--- src/rtl/prefetch_unit.sv ---
// Instruction prefetch: issues word-aligned sequential fetches after a PC set,
// buffers responses in a small FIFO and squashes stale responses on redirect.
module prefetch_unit #(
  parameter int FifoDepth = 2
) (
  input  logic        clk_i,
  input  logic        rst_i,
  input  logic        req_i,
  input  logic        branch_i,
  input  logic [31:0] addr_i,
  output logic        instr_req_o,
  output logic [31:0] instr_addr_o,
  input  logic        instr_gnt_i,
  input  logic        instr_rvalid_i,
  input  logic [31:0] instr_rdata_i,
  input  logic        instr_err_i,
  output logic        valid_o,
  input  logic        ready_i,
  output logic [31:0] rdata_o,
  output logic [31:0] addr_o,
  output logic        err_o,
  output logic        busy_o
);
  localparam int CW = $clog2(FifoDepth + 1);
  localparam int PW = $clog2(FifoDepth);
  localparam logic [CW:0]   DEPTH = (CW + 1)'(FifoDepth);
  localparam logic [PW-1:0] LAST  = PW'(FifoDepth - 1);

  typedef enum logic {IDLE, WAIT_GNT} state_e;
  typedef struct packed {
    logic [31:0] addr;
    logic [31:0] data;
    logic        err;
  } entry_t;

  state_e        state_q, state_d;
  logic [31:0]   fetch_addr_q, fetch_addr_d, hold_addr_q, hold_addr_d;
  logic [31:0]   branch_addr_q, branch_addr_d;
  logic          branch_pend_q, branch_pend_d, err_stop_q, err_stop_d;
  logic [CW-1:0] outst_q, outst_d, discard_q, discard_d, cnt_q, cnt_d;
  logic [PW-1:0] rd_q, rd_d, wr_q, wr_d, aq_rd_q, aq_rd_d, aq_wr_q, aq_wr_d;
  entry_t        fifo_q [FifoDepth];
  logic [31:0]   aq_q [FifoDepth];
  logic [31:0]   br_addr;
  logic          credit, gnt, drop, push, pop;

  function automatic logic [PW-1:0] inc(input logic [PW-1:0] p);
    return (p == LAST) ? '0 : p + 1'b1;
  endfunction

  always_comb begin
    br_addr = {addr_i[31:2], 2'b00};
    credit  = req_i && !err_stop_q && (({1'b0, outst_q} + {1'b0, cnt_q}) < DEPTH);
    if (state_q == WAIT_GNT) begin
      instr_req_o  = 1'b1;
      instr_addr_o = hold_addr_q;
    end else begin
      instr_req_o  = credit;
      instr_addr_o = branch_i ? br_addr : fetch_addr_q;
    end
    gnt     = instr_req_o && instr_gnt_i;
    drop    = instr_rvalid_i && (discard_q != '0);
    push    = instr_rvalid_i && !drop && !branch_i;
    valid_o = (cnt_q != '0) && !branch_i;
    pop     = valid_o && ready_i;
  end

  always_comb begin
    state_d       = state_q;
    fetch_addr_d  = fetch_addr_q;
    hold_addr_d   = hold_addr_q;
    branch_addr_d = branch_addr_q;
    branch_pend_d = branch_pend_q;
    outst_d       = outst_q + CW'(gnt) - CW'(instr_rvalid_i);
    case (state_q)
      IDLE: begin
        if (instr_req_o) begin
          if (gnt) begin
            fetch_addr_d = instr_addr_o + 32'd4;
          end else begin
            state_d     = WAIT_GNT;
            hold_addr_d = instr_addr_o;
          end
        end else if (branch_i) begin
          fetch_addr_d = br_addr;
        end
      end
      default: begin
        if (gnt) begin
          state_d      = IDLE;
          fetch_addr_d = hold_addr_q + 32'd4;
          if (branch_i) begin
            fetch_addr_d  = br_addr;
            branch_pend_d = 1'b0;
          end else if (branch_pend_q) begin
            fetch_addr_d  = branch_addr_q;
            branch_pend_d = 1'b0;
          end
        end else if (branch_i) begin
          branch_pend_d = 1'b1;
          branch_addr_d = br_addr;
        end
      end
    endcase

    // A request granted in IDLE during a branch already targets the new address.
    if (branch_i) begin
      discard_d = outst_d - CW'(gnt && state_q == IDLE);
    end else begin
      discard_d = discard_q - CW'(drop) + CW'(gnt && branch_pend_q);
    end

    rd_d       = rd_q;
    wr_d       = wr_q;
    err_stop_d = err_stop_q;
    if (branch_i) begin
      cnt_d      = '0;
      rd_d       = '0;
      wr_d       = '0;
      err_stop_d = 1'b0;
    end else begin
      cnt_d = cnt_q + CW'(push) - CW'(pop);
      if (push) wr_d = inc(wr_q);
      if (pop) rd_d = inc(rd_q);
      if (push && instr_err_i) err_stop_d = 1'b1;
    end
    aq_wr_d = gnt ? inc(aq_wr_q) : aq_wr_q;
    aq_rd_d = instr_rvalid_i ? inc(aq_rd_q) : aq_rd_q;
  end

  always_ff @(posedge clk_i or posedge rst_i) begin
    if (rst_i) begin
      state_q       <= IDLE;
      fetch_addr_q  <= '0;
      hold_addr_q   <= '0;
      branch_addr_q <= '0;
      branch_pend_q <= 1'b0;
      err_stop_q    <= 1'b0;
      outst_q       <= '0;
      discard_q     <= '0;
      cnt_q         <= '0;
      rd_q          <= '0;
      wr_q          <= '0;
      aq_rd_q       <= '0;
      aq_wr_q       <= '0;
      for (int i = 0; i < FifoDepth; i++) begin
        fifo_q[i] <= '0;
        aq_q[i]   <= '0;
      end
    end else begin
      state_q       <= state_d;
      fetch_addr_q  <= fetch_addr_d;
      hold_addr_q   <= hold_addr_d;
      branch_addr_q <= branch_addr_d;
      branch_pend_q <= branch_pend_d;
      err_stop_q    <= err_stop_d;
      outst_q       <= outst_d;
      discard_q     <= discard_d;
      cnt_q         <= cnt_d;
      rd_q          <= rd_d;
      wr_q          <= wr_d;
      aq_rd_q       <= aq_rd_d;
      aq_wr_q       <= aq_wr_d;
      if (push) fifo_q[wr_q] <= '{aq_q[aq_rd_q], instr_rdata_i, instr_err_i};
      if (gnt) aq_q[aq_wr_q] <= instr_addr_o;
    end
  end

  assign rdata_o = fifo_q[rd_q].data;
  assign addr_o  = fifo_q[rd_q].addr;
  assign err_o   = fifo_q[rd_q].err;
  assign busy_o  = (state_q == WAIT_GNT) || (outst_q != '0);
endmodule
--- config.mk ---
export PLATFORM = sky130hd
export DESIGN_NAME = prefetch_unit
export DESIGN_NICKNAME = d
export VERILOG_FILES = /design/src/rtl/prefetch_unit.sv
export SDC_FILE = /design/constraint.sdc
export NUM_CORES = 1
export LEC_CHECK = 0
export BUFFER_PORTS_ARGS = -buffer_cell sky130_fd_sc_hd__buf_2
export CORE_MARGIN = 1
export CORE_UTILIZATION = 39
export CTS_BUF_LIST = sky130_fd_sc_hd__clkbuf_8
export DETAILED_ROUTE_END_ITERATION = 7
export REMOVE_ABC_BUFFERS = 1
export SLEW_MARGIN = 10
export SYNTH_ARGS = -nofsm -noshare
export SYNTH_HDL_FRONTEND = slang
export SYNTH_SLANG_ARGS = --single-unit
--- constraint.sdc ---
create_clock -name clk_i -period 10.1 [get_ports clk_i]
set_input_delay 0 -clock clk_i [delete_from_list [all_inputs] [get_ports clk_i]]
set_output_delay 0 -clock clk_i [all_outputs]
set_load 0.01 [all_outputs]
==> flow_summary.yaml, run 1 <==
clock_tree:
  cts_root_buf: "clkbuf_8"
  cts_buffer_depth: 3
  cts_buffers: 52
  htreeDepth: 2
  cts_num_sinks: 301
  cts_tree: "done"
  cts.clk_slew.worst_paths_ps: 70
  clock_latency_ps: 630
  postCtsSetupRepairBufs: 0
synthesis:
  synth_edf_count: 0
  ys_ff_latch: 301
  synth_cell_types: 71
  yosysSeqAreaShare: 0.489
  synthArstFlopShare: 1.00
  avgSynthCellArea_sq_um: 10.6
  ys.flop_type: "dfrtp_1"
  syn_area_sq_mm: 0.0154
  syn_inst: 1456
  yosys_warnings: 0
power_and_ir_drop:
  power.leakage_nw: 8.43
  ir_worst_vdd_mv: 0.0836
  power_density_mw_per_mm2: 303
  clock_power_share: 0.197
  intPower_w: 0.00342
  totalPowerFinal_w: 0.00557
  power.net_switching_w: 0.00215
  combPwrFrac: 0.428
  seq_power_share: 0.375
  netSwitchingFraction: 0.386
grt:
  grt_usage: 0.207
  grt_max_degree: 123
  grt_pass1_vias: 11800
  grt_overflow: 0
  antenna_found_initial: 0
  grt_pass1_wl_um: 65800
run_status:
  outcome: "finished clean"
sta:
  holdWs_ps: 124
  fin_skew_ps: 30.0
  drv_slew: 0
  finalHoldViolCount: 0
  max_freq_mhz: 262
  worst_slew_pin_slew_ps: 912
  period_share: 0.378
  finalSetupViolCount: 0
  slew_headroom: 0.392
  grt_setup_unrepaired: "no"
  setup_tns_ps: 0
  fin_crit_ps: 3820
setup_path:
  crit_path_start_kind: "flop"
  critPathMaxFanout: 25
  path_class: "reg2reg"
  end_kind: "flop"
  critPathArrivalTime_ps: 4310
  crit_required_ps: 10590
finish:
  layout_common_cells: "299 x dfrtp_1, 211 x mux2_2, 176 x nand2_1"
  syn2layout_area_growth_pct: 19.7
  finish.instance_area_sq_mm: 0.0184
  diodes: 0
  post-route-util: 0.474
  fillers: 3693
  finalNetCount: 1759
  drive_gt1_frac: 0.296
  final_common_cell: "dfrtp_1"
floorplanning:
  die_area_sq_mm: 0.0403
  initial_core_util: 0.397
  rows: 72
  die_h_um: 201
  coreArea_sq_mm: 0.0388
  ios: 172
  die_x_um: 201
detailed_routing:
  num_vias: 11800
  drcViolationCount: 0
  wl_um: 41200
  wl_per_cell_um: 18.5
  drt_first_pass_iters: 5
  antenna_left: 0
  first_iter_violations: 711
  viasPerCell: 5.27
placed_design:
  postPlaceCellArea_sq_mm: 0.0167
  place_hpwl_um: 26700
  gp_congestion: 0.855
  io_buffer_count: 169
job:
  drv_cap: 0
min_path:
  hp-class: "in2async"
## state kept, by name (all words and copies together), names as in the netlist, named ones only
signal	cells
branch_addr_q	30
branch_pend_q	1
aq_wr_q	1
hold_addr_q	32
aq_q	64
outst_q	2
rd_q	1
err_stop_q	1
cnt_q	2
fetch_addr_q	32
discard_q	2
wr_q	1
aq_rd_q	1
fifo_q	130
## power by group through the flow
stage | Combinational [W] | Sequential (W) | Clock (W)
floorplan | 0.00160 | 0.00208 | 0
global placement | 0.00233 | 0.00207 | 0
finish | 0.00238 | 0.00209 | 0.00110
global route | 0.00263 | 0.00217 | 0.00119
CTS | 0.00240 | 0.00209 | 0.00114
detailed placement | 0.00237 | 0.00211 | 0
## final cells by class
cell class,count,area [sq um],area share
Clock inverter,18,67.6,0.00367
Sequential cell,301,7540,0.409
Tap cell,518,648,0.0352
Inverter,42,168,0.00910
Clock buffer,70,963,0.0523
Timing Repair Buffer,259,1690,0.0920
Multi-Input combinational cell,1022,7340,0.399
## kinds of logic (layout without fill, tap and decap cells)
logic type	count (synthesis)	count (layout)	share of synthesized area
buffers and inverters	133	389	0.0359
adder cells (fa/ha/maj)	9	9	0.00780
multiplexers	297	297	0.213
flip-flops	301	301	0.489
AO/OA/AOI/OAI	290	290	0.110
XOR/XNOR	52	52	0.0296
AND/OR/NAND/NOR	374	374	0.114
## cells in the mapped netlist (all sizes together) (3+ instances only)
| master | count | area (sq um) |
|---|---|---|
| dfrtp | 301 | 7530 |
| a21o | 5 | 37.5 |
| a31oi | 5 | 31.3 |
| mux2i | 76 | 772 |
| nor3 | 19 | 95.1 |
| inv | 41 | 156 |
| a22oi | 6 | 45.0 |
| nor4 | 13 | 160 |
| and4 | 5 | 43.8 |
| a21oi | 77 | 385 |
| a311oi | 3 | 26.3 |
| nand2b | 4 | 25.0 |
| ha | 8 | 100 |
| mux2 | 221 | 2510 |
| o211ai | 10 | 75.1 |
| o31ai | 5 | 37.5 |
| o21a | 4 | 30.0 |
| xnor2 | 31 | 272 |
| o22ai | 5 | 31.3 |
| o21ai | 134 | 671 |
| a2111oi | 3 | 32.5 |
| o311ai | 3 | 26.3 |
| nor2 | 87 | 327 |
| a221oi | 4 | 35.0 |
| o221ai | 3 | 26.3 |
| nand2 | 177 | 664 |
| a211o | 3 | 26.3 |
| nor2b | 6 | 37.5 |
| and2 | 7 | 43.8 |
| a211oi | 7 | 52.6 |
| nand4 | 13 | 96.3 |
| and3 | 7 | 43.8 |
| clkbuf | 75 | 282 |
| nand3 | 26 | 148 |
| buf | 16 | 111 |
| or3 | 3 | 18.8 |
| or4 | 3 | 26.3 |
| xor2 | 21 | 184 |
## final timing paths
path,start,depth (start not counted),end,slack (ps)
setup / recovery,outst_q[0]$_DFF_PP0_,8,hold_addr_q[14]$_DFFE_PP0P_,6280
hold / removal,rst_i,3,aq_q[44]$_DFFE_PP0P_,120
setup reg to reg,outst_q[0]$_DFF_PP0_,8,hold_addr_q[14]$_DFFE_PP0P_,6280
hold reg to reg,aq_rd_q$_DFFE_PP0P_,1,aq_rd_q$_DFFE_PP0P_,460
max in group asynchronous,rst_i,5,fifo_q[64]$_DFFE_PP0P_,7770
min in group clk_i,instr_rdata_i[11],3,fifo_q[77]$_DFFE_PP0P_,150
## stage by stage
stage | instances | setup WS, ps
finish | 2230 | 6280
global route | 2230 | 6120
CTS | 2230 | 6240
detailed placement | 2074 | 6300
global placement | 2074 | 6320
floorplan | 1365 | 1780
## worst max-delay path, cell delays in order, from the launching register on
cell and delay, ps:
dfrtp_1 390, and2_1 180, fa_1 460, nor4b_2 260, buf_4 360, nand2_1 480, nor2_2 690, buf_4 460
mux2_2 390
## timing repair
action                    CTS  global route
resized for setup           0             0
hold endpoints to repair  304             0
hold buffers               68             0
## layer usage
metal  GRT usage  wire, um  vias up
li1            -         -     5591
met1       0.280     18900     5817
met2       0.336     19500      291
met3      0.0438      2200       54
met4      0.0515       667        0
met5           0         0        -
No activity file was read; power rests on OpenSTA's default activity.
==> run 2: changes to the inputs <==
--- a/config.mk
+++ b/config.mk
@@ -5,6 +5,7 @@
 export SDC_FILE = /design/constraint.sdc
 export NUM_CORES = 1
 export LEC_CHECK = 0
+export ABC_AREA = 1
 export BUFFER_PORTS_ARGS = -buffer_cell sky130_fd_sc_hd__buf_2
 export CORE_MARGIN = 1
 export CORE_UTILIZATION = 39
==> constraint.sdc (replaced) <==
create_clock -name clk_i -period 3.3 [get_ports clk_i]
set_input_delay 0 -clock clk_i [delete_from_list [all_inputs] [get_ports clk_i]]
set_output_delay 0 -clock clk_i [all_outputs]
set_load 0.01 [all_outputs]
==> run 2 against run 1 <==
  * Clock power rose to 3.2 times the previous value
  * Clock skew fell by 5.4 ps
  * Utilization rose by 0.20 points
  * Wire length rose by 17%
  * Largest cell class unchanged
  * Final cell count rose by 34%
  * Setup slack got worse by 5900 ps
  * First-iteration DRC count rose by 41%
  * Combinational power rose to 3.0 times the previous value
==> flow_summary.yaml, run 2 <==
run_status:
  outcome: "finished clean"
detailed_routing:
  wl_um: 48100
  first_iter_violations: 1002
  drt_first_pass_iters: 5
  drcViolationCount: 0
  num_vias: 14800
  viasPerCell: 4.94
  wl_per_cell_um: 16.1
  antenna_left: 0
finish:
  fillers: 4093
  drive_gt1_frac: 0.137
  final_common_cell: "nand2_1"
  seq_area_sq_mm: 0.00754
  finish.instance_area_sq_mm: 0.0190
  finalNetCount: 2514
  syn2layout_area_growth_pct: 20.1
  regMostFlops: "fifo_q"
  multi_input_area_sq_mm: 0.00700
  top_regs: "fifo_q (130), aq_q (64)"
  diodes: 0
  largest_register_ffs: 130
  layout_common_cells: "875 x nand2_1, 298 x dfrtp_1, 297 x o21ai_0"
synthesis:
  yosys-top-cells-count: "875 x nand2_1, 301 x dfrtp_1, 297 x o21ai_0"
  synth_top_cells_by_area: "dfrtp_1 48%, nand2_1 21%, o21ai_0 9.4%, inv_1 5.0%, a21oi_1 2.8%"
  syn_inst: 2212
  yosysTopAreaCellShare: 0.476
  ys_ff_latch: 301
  synth_top_family_by_area: "simple AND/OR/NAND/NOR gates"
  muxShareOfSynthArea: 0.00213
  synthSimpleGateAreaFrac: 0.281
  synth-xor-area-share: 0.0133
  syn_area_sq_mm: 0.0158
  synth_cell_types: 41
  yosysSeqAreaShare: 0.476
  synthArstFlopShare: 1.00
  synth_edf_count: 0
  synth_top_area_cell: "dfrtp_1"
  ys.flop_type: "dfrtp_1"
  yosysMostFrequentCell: "nand2_1"
  synth_fa_ha_area_frac: 0.00759
  synth-compound-area-share: 0.136
  yosys_warnings: 0
  avgSynthCellArea_sq_um: 7.16
grt:
  grt_max_degree: 92
  grt_overflow: 0
  grt_usage: 0.234
  antenna_found_initial: 0
  grt_pass1_vias: 13700
  grt_pass1_wl_um: 76100
sta:
  max_freq_mhz: 340
  fin_crit_ps: 2940
  slew_headroom: 0.319
  holdWs_ps: 10.2
  finalSetupViolCount: 0
  finalHoldViolCount: 0
  worst_slew_pin_slew_ps: 1020
  fin_skew_ps: 24.5
  drv_slew: 0
  finalWorstSetupSlack_ps: 359
  period_share: 0.891
  grt_setup_unrepaired: "no"
placed_design:
  postPlaceCellArea_sq_mm: 0.0173
  gp_congestion: 0.949
  io_buffer_count: 169
  place_hpwl_um: 33000
  dp_slack_ps: 397
power_and_ir_drop:
  totalPowerFinal_w: 0.0168
  power_density_mw_per_mm2: 883
  ir_worst_vdd_mv: 0.448
  power.leakage_nw: 9.55
job:
  drv_cap: 0
setup_path:
  r2r-start: "outst_q[0]$_DFF_PP0_"
  crit_required_ps: 3770
  reg2reg_slack_ps: 360
  end_kind: "flop"
  crit_start: "outst_q[0]$_DFF_PP0_"
  path_class: "reg2reg"
  critPathArrivalTime_ps: 3410
  reg2reg_to: "aq_q[8]$_DFFE_PP0P_"
  crit_path_start_kind: "flop"
  reg2regPathDepth: 14
  critPathMaxFanout: 62
  endpoint: "aq_q[8]$_DFFE_PP0P_"
floorplanning:
  coreArea_sq_mm: 0.0399
  die_h_um: 203
  die_x_um: 203
  initial_core_util: 0.397
  ios: 172
  die_area_sq_mm: 0.0414
  rows: 73
min_path:
  hp-class: "in2async"
clock_tree:
  postCtsSetupRepairBufs: 0
  clock_latency_ps: 650
  htreeDepth: 2
  cts.clk_slew.worst_paths_ps: 60
  cts_buffers: 53
  cts_tree: "done"
  cts_num_sinks: 301
  cts_buffer_depth: 3
  cts_root_buf: "clkbuf_8"
## run 2: cell count changes after synthesis, moves of 26 or more
cell     previous run  this run
xnor2_1            31         5
nor2_1             87       117
inv_1              39       210
nand2_1           177       875
nand3_1            24        75
mux2i_1            73         0
o21ai_0           133       297
mux2_2            211         3
## run 2: where the power goes
group | leakage, nW | switching, W | total, W | internal, W
sequential | 3.76 | 0.000965 | 0.00628 | 0.00532
combinational | 5.18 | 0.00470 | 0.00704 | 0.00234
clock | 0.610 | 0.00159 | 0.00348 | 0.00189
## run 2: timing repair
| action | 4_1_cts | 5_1_grt |
|---|---|---|
| hold endpoints to repair | 249 | 0 |
| gates resized for setup | 0 | 0 |
| hold buffers | 70 | 0 |
## run 2: area by class of cell
class                      instances  share of cell area
clock buffer                      63              0.0456
clock inverter                    28             0.00987
inverter                         220              0.0440
multi-input combinational       1578               0.368
sequential                       301               0.396
tap                              525              0.0345
timing repair buffer             279               0.102
## run 2: worst min-delay path by stage
stage             start                     end  cells past startpoint
3_3_place_gp      rst_i  fifo_q[25]$_DFFE_PP0P_                      2
5_1_grt           rst_i  fifo_q[25]$_DFFE_PP0P_                      3
4_1_cts           rst_i  fifo_q[50]$_DFFE_PP0P_                      3
3_5_place_dp      rst_i  fifo_q[25]$_DFFE_PP0P_                      2
2_1_floorplan  branch_i                 valid_o                      1
6_report          rst_i  fifo_q[25]$_DFFE_PP0P_                      3
## run 2: layer usage
metal	up-vias	track usage	part of all wire
met4	0	0.0607	0.018
li1	7384	-	-
met1	6934	0.335	0.47
met5	-	0	0
met3	63	0.0372	0.058
met2	416	0.368	0.45
## run 2: cells by family (layout without fill, tap and decap cells)
group                    Yosys count  after routing
multiplexers                       3              3
XOR/XNOR                          24             24
AND/OR/NAND/NOR                 1124           1124
buffers and inverters            333            590
flip-flops                       301            301
adder cells (fa/ha/maj)            9              9
AO/OA/AOI/OAI                    418            418
## run 2: critical path: stages, from the launching register on
cell     delay (ps)
dfrtp_1         390
nand2_1          70
inv_1            40
fa_1            430
nor2_1          110
nand3_1         160
nand2_2         120
inv_2            40
nor2_2          150
inv_2            50
buf_4           200
nor2_1          310
inv_2           430
nand2_1         180
o21ai_0          90
## run 2: through the flow
stage	cells	util	setup TNS (ps)
floorplan	2099	-	-1753860
global placement	2833	0.432	0
detailed placement	2833	0.432	0
CTS	2994	0.476	0
global route	2994	0.476	0
finish	2994	0.476	0
==> run 3: changes to the inputs <==
--- a/config.mk
+++ b/config.mk
@@ -11,8 +11,9 @@
 export CORE_UTILIZATION = 39
 export CTS_BUF_LIST = sky130_fd_sc_hd__clkbuf_8
 export DETAILED_ROUTE_END_ITERATION = 7
+export PLACE_DENSITY = 0.65
 export REMOVE_ABC_BUFFERS = 1
-export SLEW_MARGIN = 10
+export SLEW_MARGIN = 20
 export SYNTH_ARGS = -nofsm -noshare
 export SYNTH_HDL_FRONTEND = slang
 export SYNTH_SLANG_ARGS = --single-unit
==> run 3 against run 2 <==
  * Critical path depth did not move
  * Clock power rose by 5%
  * Critical path type unchanged
  * Design area rose by 1.3%
  * Hold slack improved by 20 ps
==> flow_summary.yaml, run 3 (same netlist as run 2, synthesis figures left out) <==
setup_path:
  critPathMaxFanout: 62
  reg2reg_slack_ps: 360
  crit_path_start_kind: "flop"
  path_class: "reg2reg"
  end_kind: "flop"
  critPathArrivalTime_ps: 3390
  reg2reg_to: "aq_q[19]$_DFFE_PP0P_"
  crit_required_ps: 3760
  reg2regPathDepth: 14
  r2r-start: "outst_q[0]$_DFF_PP0_"
finish:
  top_regs: "fifo_q (130), aq_q (64)"
  diodes: 0
  post-route-util: 0.483
  largest_register_ffs: 130
  finish.instance_area_sq_mm: 0.0193
  syn2layout_area_growth_pct: 21.7
  fin_cells: 3021
  drive_gt1_frac: 0.144
  final_common_cell: "nand2_1"
  layout_common_cells: "875 x nand2_1, 299 x dfrtp_1, 297 x o21ai_0"
  finalNetCount: 2536
  regMostFlops: "fifo_q"
detailed_routing:
  first_iter_violations: 1211
  drt_first_pass_iters: 7
  drcViolationCount: 0
  num_vias: 15100
  wl_per_cell_um: 16.0
  antenna_left: 0
  wl_um: 48400
  viasPerCell: 5.01
power_and_ir_drop:
  netSwitchingFraction: 0.427
  power.net_switching_w: 0.00731
  seq_power_share: 0.361
  intPower_w: 0.00981
  power.leakage_nw: 9.70
  ir_worst_vdd_mv: 0.411
  power_density_mw_per_mm2: 889
  clock_power_share: 0.213
  combPwrFrac: 0.426
  totalPowerFinal_w: 0.0171
placed_design:
  io_buffer_count: 169
  gp_congestion: 0.937
  place_hpwl_um: 34000
  postPlaceCellArea_sq_mm: 0.0174
  place_inst: 2851
sta:
  max_freq_mhz: 340
  finalHoldViolCount: 0
  fin_crit_ps: 2940
  drv_slew: 0
  period_share: 0.890
  grt_setup_unrepaired: "no"
  slew_headroom: 0.390
  fin_skew_ps: 29.3
  finalSetupViolCount: 0
  worst_slew_pin_slew_ps: 914
floorplanning:
  die_area_sq_mm: 0.0414
  die_x_um: 203
  coreArea_sq_mm: 0.0399
  die_h_um: 203
  rows: 73
  initial_core_util: 0.397
  ios: 172
grt:
  grt_pass1_vias: 14500
  grt_usage: 0.240
  grt_max_degree: 111
  antenna_found_initial: 0
  grt_overflow: 0
  grt_pass1_wl_um: 78200
clock_tree:
  cts_root_buf: "clkbuf_8"
  cts.clk_slew.worst_paths_ps: 70
  ctsHoldBuffers: 74
  clock_latency_ps: 650
  cts_buffers: 53
  cts_num_sinks: 301
  htreeDepth: 2
  cts_tree: "done"
  postCtsSetupRepairBufs: 0
  cts_buffer_depth: 3
  cts_resized: 0
run_status:
  outcome: "finished clean"
min_path:
  hp-class: "in2async"
job:
  drv_cap: 0
[run 3: critical path, cell delays in order, from the launching register on]
cell and delay, ps:
dfrtp_1 400, nand2_1 80, inv_1 40, fa_1 420
nor2_1 110, nand3_1 170, nand2_2 120, inv_2 50
nor2_2 140, inv_2 50, buf_4 190, nor2_1 270
inv_2 400, nand2_1 160, o21ai_0 100
[run 3: power by group through the flow]
stage | registers (W) | clock network, W | logic [W]
6_report | 0.00618 | 0.00365 | 0.00729
5_1_grt | 0.00639 | 0.00393 | 0.00823
4_1_cts | 0.00617 | 0.00375 | 0.00727
3_5_place_dp | 0.00623 | 0 | 0.00716
3_3_place_gp | 0.00617 | 0 | 0.00699
2_1_floorplan | 0.00616 | 0 | 0.00428
[run 3: worst max path at each step]
stage | start | endpoint | slack, ps | cells after the start
after floorplan | rst_i | async pin | -5020 | 1
after global placement | outst_q[0]$_DFF_PP0_ | aq_q[25]$_DFFE_PP0P_ | 500 | 14
after detailed placement | outst_q[0]$_DFF_PP0_ | aq_q[19]$_DFFE_PP0P_ | 380 | 14
after CTS | outst_q[0]$_DFF_PP0_ | aq_q[19]$_DFFE_PP0P_ | 360 | 14
after global routing | outst_q[0]$_DFF_PP0_ | aq_q[19]$_DFFE_PP0P_ | 90 | 14
final | outst_q[0]$_DFF_PP0_ | aq_q[19]$_DFFE_PP0P_ | 360 | 14
[run 3: final cells by class]
| class | count | area, sq um |
|---|---|---|
| Clock buffer | 70 | 963 |
| Clock inverter | 26 | 163 |
| Fill cell | 3938 | 20700 |
| Inverter | 220 | 836 |
| Multi-Input combinational cell | 1578 | 7000 |
| Sequential cell | 301 | 7540 |
| Tap cell | 525 | 657 |
| Timing Repair Buffer | 301 | 2110 |
[run 3: metrics by stage]
step / hold slack (ps) / worst slack [ps] / TNS (ps)
final: 29.7 / 363 / 0
after CTS: 81.2 / 364 / 0
after detailed placement: 226 / 379 / 0
after global placement: 217 / 500 / 0
after global routing: 95.0 / 86.1 / 0
after floorplan: 54.9 / -5020 / -1753860
[run 3: per-layer routing]
metal | share of wire | wire (um) | track usage
met1 | 0.46 | 22200 | 0.333
met2 | 0.45 | 21800 | 0.375
met4 | 0.033 | 1610 | 0.0994
met5 | 0 | 0 | 0
met3 | 0.058 | 2810 | 0.0329
